--- config.mk ---
export PLATFORM = sky130hd
export DESIGN_NAME = life_grid_engine_flat
export DESIGN_NICKNAME = d
export VERILOG_FILES = /design/src/rtl/life_grid_engine_pkg.sv /design/src/rtl/life_grid_engine_if.sv /design/src/rtl/life_grid_engine_neighbour_count.sv /design/src/rtl/life_grid_engine.sv /design/src/flat_wrapper.sv
export SDC_FILE = /design/constraint.sdc
export NUM_CORES = 2
export LEC_CHECK = 0
export CELL_PAD_IN_SITES_DETAIL_PLACEMENT = 0
export CELL_PAD_IN_SITES_GLOBAL_PLACEMENT = 1
export CORE_ASPECT_RATIO = 1.4
export CORE_MARGIN = 2
export CORE_UTILIZATION = 35
export DETAILED_ROUTE_END_ITERATION = 10
export GPL_ROUTABILITY_DRIVEN = 0
export PLACE_DENSITY = 0.57
export SETUP_SLACK_MARGIN = 0.02
export SYNTH_ARGS = -nofsm -noshare
export SYNTH_HDL_FRONTEND = slang
export SYNTH_HIERARCHICAL = 1
export SYNTH_SLANG_ARGS = --single-unit
--- constraint.sdc ---
create_clock -name clock -period 23.8 [get_ports clock]
set_input_delay 3.57 -clock clock [delete_from_list [all_inputs] [get_ports clock]]
set_output_delay 3.57 -clock clock [all_outputs]
set_load 0.02 [all_outputs]
--- src/rtl/life_grid_engine_pkg.sv ---
// Shared types for the Life grid engine: FSM states, plot colours, index-to-coordinate helper.
// Pure declarations, no latency, no flow control.
package life_pkg;

  typedef enum logic [2:0] {
    IDLE,
    PLOT1,
    COMPUTE,
    COMMIT,
    DRAW,
    WAIT
  } state_t;

  localparam logic [2:0] COLOUR_ALIVE = 3'b111;
  localparam logic [2:0] COLOUR_DEAD  = 3'b000;

  typedef struct packed {
    logic [7:0] x;
    logic [6:0] y;
  } xy_t;

  // Raster index to zero-extended plot coordinates; xb is log2 of the grid width.
  function automatic xy_t idx2xy(input logic [11:0] idx, input int xb);
    xy_t         r;
    logic [11:0] m;
    m   = (12'd1 << xb) - 12'd1;
    r.x = 8'(idx & m);
    r.y = 7'(idx >> xb);
    return r;
  endfunction

endpackage

--- src/rtl/life_grid_engine_if.sv ---
// Plot request bus from the grid engine to the VGA plotter.
// Valid/ready: a transfer happens on each edge where both are high.
interface life_grid_engine_if;
  logic       plot_valid;
  logic       plot_ready;
  logic [7:0] plot_x;
  logic [6:0] plot_y;
  logic [2:0] plot_colour;

  modport master (output plot_valid, plot_x, plot_y, plot_colour, input plot_ready);
  modport slave  (input plot_valid, plot_x, plot_y, plot_colour, output plot_ready);
endinterface

--- src/rtl/life_grid_engine_neighbour_count.sv ---
// Counts the 8 live neighbours of cell (x,y) on a torus; combinational, zero latency.
// Power-of-2 grid sizes let coordinate wrap fall out of natural overflow.
module life_neighbour_count #(
  parameter int GRID_W = 16,
  parameter int GRID_H = 16
) (
  input  logic [GRID_W*GRID_H-1:0]  cur,
  input  logic [$clog2(GRID_W)-1:0] x,
  input  logic [$clog2(GRID_H)-1:0] y,
  output logic [3:0]                count
);
  localparam int XB = $clog2(GRID_W);
  localparam int YB = $clog2(GRID_H);

  logic [XB-1:0] xn;
  logic [YB-1:0] yn;

  always_comb begin
    count = 4'd0;
    xn    = x;
    yn    = y;
    for (int dy = -1; dy <= 1; dy++) begin
      for (int dx = -1; dx <= 1; dx++) begin
        if (dx != 0 || dy != 0) begin
          xn    = x + XB'(dx);
          yn    = y + YB'(dy);
          count = count + 4'(cur[{yn, xn}]);
        end
      end
    end
  end
endmodule

--- src/rtl/life_grid_engine.sv ---
// Game-of-Life datapath: seeds cells, computes one cell/cycle (N cycles/gen), streams the frame.
// Plot output is registered and holds while stalled; full throughput with plot_ready held high.
module life_grid_engine
  import life_pkg::*;
#(
  parameter int GRID_W    = 16,
  parameter int GRID_H    = 16,
  parameter int GEN_DELAY = 1_000_000
) (
  input  logic                 clock,
  input  logic                 reset,
  input  logic [7:0]           loadVal,
  input  logic                 ldX,
  input  logic                 ldY,
  input  logic                 load,
  input  logic                 start,
  life_grid_engine_if.master   plot,
  output logic                 busy,
  output logic [15:0]          generation
);
  localparam int XB = $clog2(GRID_W);
  localparam int YB = $clog2(GRID_H);
  localparam int AB = XB + YB;
  localparam int N  = GRID_W * GRID_H;
  localparam logic [AB-1:0] LAST  = AB'(N - 1);
  localparam logic [31:0]   DLAST = 32'(GEN_DELAY - 1);

  state_t        state, state_d;
  logic [XB-1:0] x_reg;
  logic [YB-1:0] y_reg;
  logic [N-1:0]  cur, nxt;
  logic [AB-1:0] idx, idx_inc;
  logic [31:0]   wait_cnt;
  logic          stop_seen;
  logic [3:0]    n_count;
  logic          accept, last_idx, nxt_cell;
  xy_t           nxt_xy;

  assign accept   = plot.plot_valid && plot.plot_ready;
  assign last_idx = (idx == LAST);
  assign idx_inc  = idx + AB'(1);
  assign busy     = (state != IDLE) && (state != WAIT);
  assign nxt_xy   = idx2xy(12'(idx_inc), XB);

  life_neighbour_count #(.GRID_W(GRID_W), .GRID_H(GRID_H)) u_count (
    .cur   (cur),
    .x     (idx[XB-1:0]),
    .y     (idx[AB-1:XB]),
    .count (n_count)
  );

  assign nxt_cell = (n_count == 4'd3) || (cur[idx] && (n_count == 4'd2));

  always_ff @(posedge clock or posedge reset) begin
    if (reset) state <= IDLE;
    else       state <= state_d;
  end

  // A start drop seen anywhere in the generation sends the FSM home after the draw.
  always_comb begin
    state_d = state;
    case (state)
      IDLE:    if (load) state_d = PLOT1;
               else if (start) state_d = COMPUTE;
      PLOT1:   if (accept) state_d = IDLE;
      COMPUTE: if (last_idx) state_d = COMMIT;
      COMMIT:  state_d = DRAW;
      DRAW:    if (accept && last_idx) state_d = (start && !stop_seen) ? WAIT : IDLE;
      WAIT:    if (!start) state_d = IDLE;
               else if (wait_cnt == DLAST) state_d = COMPUTE;
      default: state_d = IDLE;
    endcase
  end

  always_ff @(posedge clock or posedge reset) begin
    if (reset) begin
      x_reg            <= '0;
      y_reg            <= '0;
      cur              <= '0;
      nxt              <= '0;
      idx              <= '0;
      wait_cnt         <= '0;
      stop_seen        <= 1'b0;
      generation       <= '0;
      plot.plot_valid  <= 1'b0;
      plot.plot_x      <= '0;
      plot.plot_y      <= '0;
      plot.plot_colour <= COLOUR_DEAD;
    end else begin
      case (state)
        IDLE: begin
          idx       <= '0;
          stop_seen <= 1'b0;
          if (ldX) x_reg <= loadVal[XB-1:0];
          if (ldY) y_reg <= loadVal[YB-1:0];
          if (load) begin
            cur[{y_reg, x_reg}] <= 1'b1;
            plot.plot_valid     <= 1'b1;
            plot.plot_x         <= 8'(x_reg);
            plot.plot_y         <= 7'(y_reg);
            plot.plot_colour    <= COLOUR_ALIVE;
          end
        end
        PLOT1: if (accept) plot.plot_valid <= 1'b0;
        COMPUTE: begin
          nxt[idx] <= nxt_cell;
          idx      <= idx_inc;
          if (!start) stop_seen <= 1'b1;
        end
        COMMIT: begin
          // cur updates on this edge, so the first pixel comes straight from nxt.
          cur              <= nxt;
          generation       <= generation + 16'd1;
          plot.plot_valid  <= 1'b1;
          plot.plot_x      <= '0;
          plot.plot_y      <= '0;
          plot.plot_colour <= nxt[0] ? COLOUR_ALIVE : COLOUR_DEAD;
          if (!start) stop_seen <= 1'b1;
        end
        DRAW: begin
          wait_cnt <= '0;
          if (!start) stop_seen <= 1'b1;
          if (accept) begin
            if (last_idx) begin
              plot.plot_valid <= 1'b0;
              idx             <= '0;
            end else begin
              idx              <= idx_inc;
              plot.plot_x      <= nxt_xy.x;
              plot.plot_y      <= nxt_xy.y;
              plot.plot_colour <= cur[idx_inc] ? COLOUR_ALIVE : COLOUR_DEAD;
            end
          end
        end
        WAIT: begin
          wait_cnt  <= wait_cnt + 32'd1;
          idx       <= '0;
          stop_seen <= 1'b0;
        end
        default: ;
      endcase
    end
  end
endmodule
--- src/flat_wrapper.sv ---
// flat-port wrapper written by rule: the top's interface ports become plain ports
module life_grid_engine_flat import life_pkg::*;
#(
  parameter int GRID_W    = 16,
  parameter int GRID_H    = 16,
  parameter int GEN_DELAY = 1_000_000
)
  (clock, reset, loadVal, ldX, ldY, load, start, busy, generation, plot_plot_valid, plot_plot_x, plot_plot_y, plot_plot_colour, plot_plot_ready);
  life_grid_engine_if plot_i ();
  input  logic clock;
  input  logic reset;
  input  logic [7:0] loadVal;
  input  logic ldX;
  input  logic ldY;
  input  logic load;
  input  logic start;
  output logic busy;
  output logic [15:0] generation;
  output wire logic [$bits(plot_i.plot_valid)-1:0] plot_plot_valid;
  output wire logic [$bits(plot_i.plot_x)-1:0] plot_plot_x;
  output wire logic [$bits(plot_i.plot_y)-1:0] plot_plot_y;
  output wire logic [$bits(plot_i.plot_colour)-1:0] plot_plot_colour;
  input wire logic [$bits(plot_i.plot_ready)-1:0] plot_plot_ready;
  assign plot_plot_valid = plot_i.plot_valid;
  assign plot_plot_x = plot_i.plot_x;
  assign plot_plot_y = plot_i.plot_y;
  assign plot_plot_colour = plot_i.plot_colour;
  assign plot_i.plot_ready = plot_plot_ready;
  life_grid_engine #(.GRID_W(GRID_W), .GRID_H(GRID_H), .GEN_DELAY(GEN_DELAY)) u_core (.clock(clock), .reset(reset), .loadVal(loadVal), .ldX(ldX), .ldY(ldY), .load(load), .start(start), .plot(plot_i), .busy(busy), .generation(generation));
endmodule
== Word-level counts from Yosys, hierarchy flattened ==
Cells that the tools add are included.

* Equality and inequality tests: 20
* Bitwise logic cells: 1
* $lt $le $gt $ge: 13
* Reduce and logical (&&, ||, !) cells: 27
* Mux-type cells: 61
* Add/subtract/negate cells: 14

{| class="wikitable"
|+ Operator list
! kind !! count
|-
| 256-bit one-hot mux with 2 select lines || 1
|-
| 256-bit bitwise mux || 1
|-
| 256-bit two-way mux || 1
|-
| 256-bit bitwise OR || 1
|-
| 8-bit by 9-bit less-than comparator with 1-bit output (second input constant) || 11
|-
| 1-bit binary-select mux with 8-bit select || 10
|-
| 32-bit one-hot mux with 2 select lines || 1
|-
| 8-bit one-hot mux with 3 select lines || 2
|-
| 8-bit two-way mux || 5
|-
| 3-bit two-way mux || 13
|-
| 32-bit by 1-bit adder with 32-bit output (second input constant) || 1
|-
| 32-bit by 20-bit equality test with 1-bit output (second input constant) || 1
|-
| 7-bit two-way mux || 3
|-
| 7-bit one-hot mux with 3 select lines || 1
|-
| 3-bit one-hot mux with 6 select lines || 1
|-
| 1-bit two-way mux || 17
|-
| 16-bit by 1-bit adder with 16-bit output (second input constant) || 1
|-
| 4-bit by 1-bit adder with 4-bit output || 4
|-
| 1-bit demux with 8-bit select || 2
|-
| 8-bit by 1-bit >= comparator with 1-bit output (second input constant) || 2
|-
| 2-bit by 1-bit inequality test with 1-bit output (second input constant) || 5
|-
| 2-bit AND reduction || 5
|-
| 5-bit AND reduction || 2
|-
| 3-bit one-hot mux with 3 select lines || 1
|-
| 26 further kinds || 44
|}

* Output and inout port bits: 36
* Word-level logic and storage cells: 149
* Flip-flop bits (word level): 599
* Input bits: 15

== Longest topological paths before layout ==
* Depth in word-level cells: 14
* Depth in mapped cells: 32

== Modules after synthesis ==
Netlist, hierarchy kept.

{| class="wikitable"
|+ By module, submodules not included
! module !! seq. area each (um^2) !! cells each !! times used !! area an instance (um^2)
|-
| life_grid_engine || 14764.2 || 2920 || 1 || 29169.2
|-
| life_neighbour_count || 0.0 || 771 || 1 || 7678.6
|}

== Worst setup path after synthesis ==
No wires, ideal clock.

* Path kind: reg2reg
* Start point: reg u_core.idx[1]
* End point: reg u_core.nxt[208]
* Path buffers: 8
* Arrival: 6.959 ns
* Period minus slack after synthesis: 7.041 ns
* Required time: 23.718 ns
* Stages on the path, launching flop included: 31
* Slack: 16.759 ns
* Path through: dfrtp_1 buf_2 buf_2 buf_2 inv_1 ha_1 buf_2 buf_2 buf_2 mux4_2 mux2_2 mux2i_1 o21ai_0 a21oi_1 nor4_1 or4_1 fa_1 fa_1 fa_1 ha_1 inv_1 fa_1 xnor2_1 nor3b_1 nand2_1 a31oi_1 o211ai_1 and2_1 buf_4 buf_6 a31oi_1

* Longest elaborated chain between the ends: 14
* Elaborated cells between the ends (all ways): 37

{| class="wikitable"
|+ Ends and longest elaborated chain
! item !! line !! RTL
|-
| start: declaration || life_grid_engine.sv:32 || <nowiki>logic [AB-1:0] idx, idx_inc;</nowiki>
|-
| start signal: assignment || life_grid_engine.sv:107 || <nowiki>idx <= idx_inc;</nowiki>
|-
| start signal: assignment || life_grid_engine.sv:128 || <nowiki>idx <= idx_inc;</nowiki>
|-
| 4-bit adder || life_grid_engine_neighbour_count.sv:25 || <nowiki>xn = x + XB'(dx);</nowiki>
|-
| 1-bit binary-select mux with 8-bit select || life_grid_engine_neighbour_count.sv:27 || <nowiki>count = count + 4'(cur[{yn, xn}]);</nowiki>
|-
| 1-bit two-way mux (not written as such) || life_grid_engine_neighbour_count.sv:27 ||
|-
| 1-bit by 1-bit adder with 2-bit output || life_grid_engine_neighbour_count.sv:27 ||
|-
| 2-bit by 1-bit adder with 3-bit output || life_grid_engine_neighbour_count.sv:27 ||
|-
| 3-bit by 1-bit adder with 4-bit output || life_grid_engine_neighbour_count.sv:27 ||
|-
| 4-bit by 1-bit adder with 4-bit output (3 in a row) || life_grid_engine_neighbour_count.sv:27 ||
|-
| 4-bit by 1-bit adder with 4-bit output (*) || life_grid_engine_neighbour_count.sv:27 ||
|-
| via u_core.n_count[2] || life_grid_engine.sv:35 || <nowiki>logic [3:0] n_count;</nowiki>
|-
| 4-bit by 2-bit equality test with 1-bit output || life_grid_engine.sv:52 || <nowiki>assign nxt_cell = (n_count == 4'd3) || (cur[idx] && (n_count == 4'd2));</nowiki>
|-
| 1-bit logical AND || life_grid_engine.sv:52 ||
|-
| 1-bit logical OR (*) || life_grid_engine.sv:52 ||
|-
| 256-bit bitwise mux (*) || life_grid_engine.sv:106 || <nowiki>nxt[idx] <= nxt_cell;</nowiki>
|-
| end signal: indexed assignment || life_grid_engine.sv:106 ||
|-
| end: declaration || life_grid_engine.sv:31 || <nowiki>logic [N-1:0] cur, nxt;</nowiki>
|}

Mark *: on every way through the listed nets, which the timed path passes. The rest lies on a longest branch. The select of a mux whose other input is x is not followed.
A chain may end at the register's enable or synchronous reset.

== Final worst setup path ==
* Start point: reg u_core.idx[0]
* End point: reg u_core.nxt[118]

Same word-level chain as after synthesis.

==> flow_summary.ini <==
[outcome]
run_status = completed

[critical_path]
endpoint_kind = flop
critPathKind = flop to flop
worstReg2RegEnd = u_core/nxt[118]$_DFFE_PP0P_
crit_fanout = 81
r2r_slack_ns = 13.05
r2r_cells = 20
critical_path.endpoint = u_core/nxt[118]$_DFFE_PP0P_
timing.critical_path.from = u_core/idx[0]$_DFFE_PP0P_
critical_path_required_ns = 24.27
critical_path.startpoint_type = flop
rr_startpoint = u_core/idx[0]$_DFFE_PP0P_
arrival_ns = 11.22

[sta]
timing.setup.tns_ns = 0
slew_headroom_pct = 18.56
finalMaxSlewViolations = 0
final_hold_viol_count = 0
fin_crit_ns = 10.75
final.setup_skew_ns = 0.03697
final.period_utilization_pct = 45.17
worst_pin_slew_ns = 1.220
fmaxAchievable_mhz = 93.02
setup_viol_count_final = 0
fin_hold_ws_ns = 0.4538
grt_setup_unrepaired = no

[floorplan]
fp.dieArea_um2 = 107900
dieWidth_um = 278.2
number_of_primary_i_o_pins = 51
initial_core_util_pct = 35.35
fp-row-count = 140
dieHeight_um = 387.9
core_region_area_um2 = 104200

[yosys]
syn_area_um2 = 36850
synthXorXnorAreaFrac_pct = 1.178
synth_compound_area_share_pct = 20.49
combinational_family_with_the_most_area_after_synthesis = multiplexers
post_synth_inst_count = 3691
synth_mux_area_share_pct = 21.66
postSynth.asyncResetShare_pct = 100.0
synthFlopType = dfrtp_1
ys.warnings.count = 6
synthDistinctLibCells = 82
number_of_enable_flip_flop_cells_after_synthesis = 0
sequential_fraction_of_the_synthesis_area_pct = 40.07
post_synth_and_or_nand_nor_area_fraction_pct = 10.88
ys_seq_elements = 590
synth_adder_area_share_pct = 0.6587
post_synth.cell_area_avg_um2 = 9.983

[clock_tree]
clock_input_transition_at_the_sequential_cells_of_the_worst_setup_and_hold_paths_ns = 0.07
cts_hold_repair.buffers = 0
cts_root_buffer = clkbuf_16
cts_inserted_buffers = 66
clk_latency_ns = 0.67
cts_sinks = 590
cts_tree = yes
ctsResizeCount = 0
cts_post_setup_buffers_inserted = 0
ctsHtreeMaxLevel = 3
clock_tree.buffer_depth = 3

[routing]
vias_after_detailed_routing = 31680
viasPerCell = 6.433
postRouteAntennaNets = 0
firstDrtPassIters = 5
drc = 0
routed_wl_mm = 150.5
detail_route.wl_per_cell_um = 30.57
drtIter0Drc = 3648

[global_route]
grt_antenna_before_repair = 1
remaining_overflow_grt = 0
grt_max_degree = 191
gr-usage-all-layers_pct = 27.74
wire_length_of_the_first_global_routing_pass_mm = 220.2
first_global_vias = 30390

[cells_and_area]
areaGrowthSynthToFinish_pct = 9.715
final-instance-count-excl-fill = 4924
antenna-diode-count = 0
postLayoutCoreUtil_pct = 38.79
layout-drive-gt1-share_pct = 16.78
nNetsFinal = 3564
reg.largest.list = u_core/cur: 256 flops, u_core/nxt: 256 flops, u_core/wait_cnt: 32 flops

[power_and_ir_drop]
p_leak_nw = 14.30
cell_area_power_density_nw_per_um2 = 141.7
cell_internal_pwr_mw = 2.272
power.switching_fraction_pct = 60.33
power_switching_mw = 3.455
power.ir.vdd_worst_mv = 0.8215
power_frac_clock_pct = 18.3
sequentialPowerShare_pct = 18.2
power.combinational.fraction_pct = 63.6

[placement]
placed_cells = 4813
io_buf_count = 39
estimated_wirelength_of_the_detail_placed_design_mm = 97.10

[hold_path]
hold_path_class = flop to flop

[run]
cap_viol_max_count = 0
==> cell usage after synthesis, drive strengths merged, types with 32 or more instances <==
master	n	area, um2
nand2	481	1805
a22oi	32	240.2
buf	148	960.9
mux4	274	6205
nor2	134	503.0
mux2i	120	1201
mux2	51	574.3
a31oi	149	932.1
o31ai	134	1011
a21oi	428	2142
o21ai	440	2202
clkbuf	220	825.8
nor3	45	225.2
nand3	92	460.4
dfrtp	590	14760
==> worst min path at each step <==
| stage | from | endpoint | slack, ns | cells past startpoint |
|---|---|---|---|---|
| 3_3_place_gp | u_core/nxt[155]$_DFFE_PP0P_ | u_core/cur[155]$_DFFE_PP0P_ | 0.45 | 2 |
| 5_1_grt | u_core/generation[15]$_DFFE_PP0P_ | u_core/generation[15]$_DFFE_PP0P_ | 0.49 | 1 |
| 4_1_cts | u_core/nxt[62]$_DFFE_PP0P_ | u_core/cur[62]$_DFFE_PP0P_ | 0.46 | 2 |
| 3_5_place_dp | u_core/nxt[46]$_DFFE_PP0P_ | u_core/cur[46]$_DFFE_PP0P_ | 0.46 | 2 |
| 6_report | u_core/nxt[58]$_DFFE_PP0P_ | u_core/cur[58]$_DFFE_PP0P_ | 0.45 | 2 |
| 2_1_floorplan | u_core/nxt[10]$_DFFE_PP0P_ | u_core/cur[10]$_DFFE_PP0P_ | 0.44 | 2 |
==> per-stage QoR <==
stage | power, mW | setup slack (ns) | instance area [um2]
floorplan | 3.865 | 3.719 | 36870
global placement | 4.672 | 13.14 | 38290
detailed placement | 4.676 | 13.08 | 38290
CTS | 5.743 | 13.04 | 40430
global route | 5.988 | 12.43 | 40430
finish | 5.727 | 13.05 | 40430
==> layout by cell type, fill, tap and decap left out, types with 51 or more instances in the layout <==
master     Yosys  final
nand3_1       92     92
mux4_2       265    265
nor2_1       134     98
clkbuf_16      0     69
buf_4         28     94
mux2i_1      120    120
a31oi_1      149    149
nand2_1      481    480
o31ai_1      133    133
dfrtp_1      590    585
o21ai_0      438    438
mux2_2        51     51
a21oi_1      428    428
==> cell families after synthesis <==
family | Yosys count
buffers and inverters | 389
DFF | 590
xor gates and xnor gates | 44
muxes | 445
and+or+nand+nor | 901
adders and majority gates | 17
other | 1
AOI/OAI and AO/OA | 1304
==> power groups by stage <==
stage                     Sequential [mW]  Combinational [mW]  Clock [mW]
after CTS                            1.04                3.63        1.08
after global routing                 1.04                3.84        1.11
after detailed placement             1.06                3.62           0
after global placement               1.06                3.61           0
final                                1.04                3.64        1.05
after floorplan                      1.04                2.82           0
==> area by class of cell <==
cell class | count | area, um2
sequential | 590 | 14780
tap | 1349 | 1688
multi-input combinational | 2718 | 20610
clock inverter | 22 | 211.5
timing repair buffer | 135 | 1136
inverter | 21 | 86.33
clock buffer | 89 | 1922
fill | 10400 | 63800
==> per-layer routing <==
layer / global-route usage (%) / vias to the layer above / share of wire, %
met5: 0 / - / 0.0086
met4: 13.07 / 2 / 5.2
met3: 5.085 / 352 / 7.6
met2: 45.74 / 1446 / 48
met1: 35.18 / 16210 / 39
li1: - / 13660 / -
==> critical path: stages (launching register included) <==
cell and delay, ns:
dfrtp_4 0.41, buf_4 0.62, buf_4 0.92, buf_4 0.71, mux2_2 0.41, mux4_2 0.48, nor2_1 0.16, a31oi_1 0.11
mux4_2 0.50, and3_1 0.20, or4_1 0.50, fa_1 0.57, fa_1 0.42, fa_1 0.47, ha_1 0.36, nor4_1 0.52
o311ai_1 0.25, nand2_4 0.81, and2_4 0.98, buf_4 0.75, a31oi_1 0.18
Note: power is estimated with default switching activity, not from simulation.
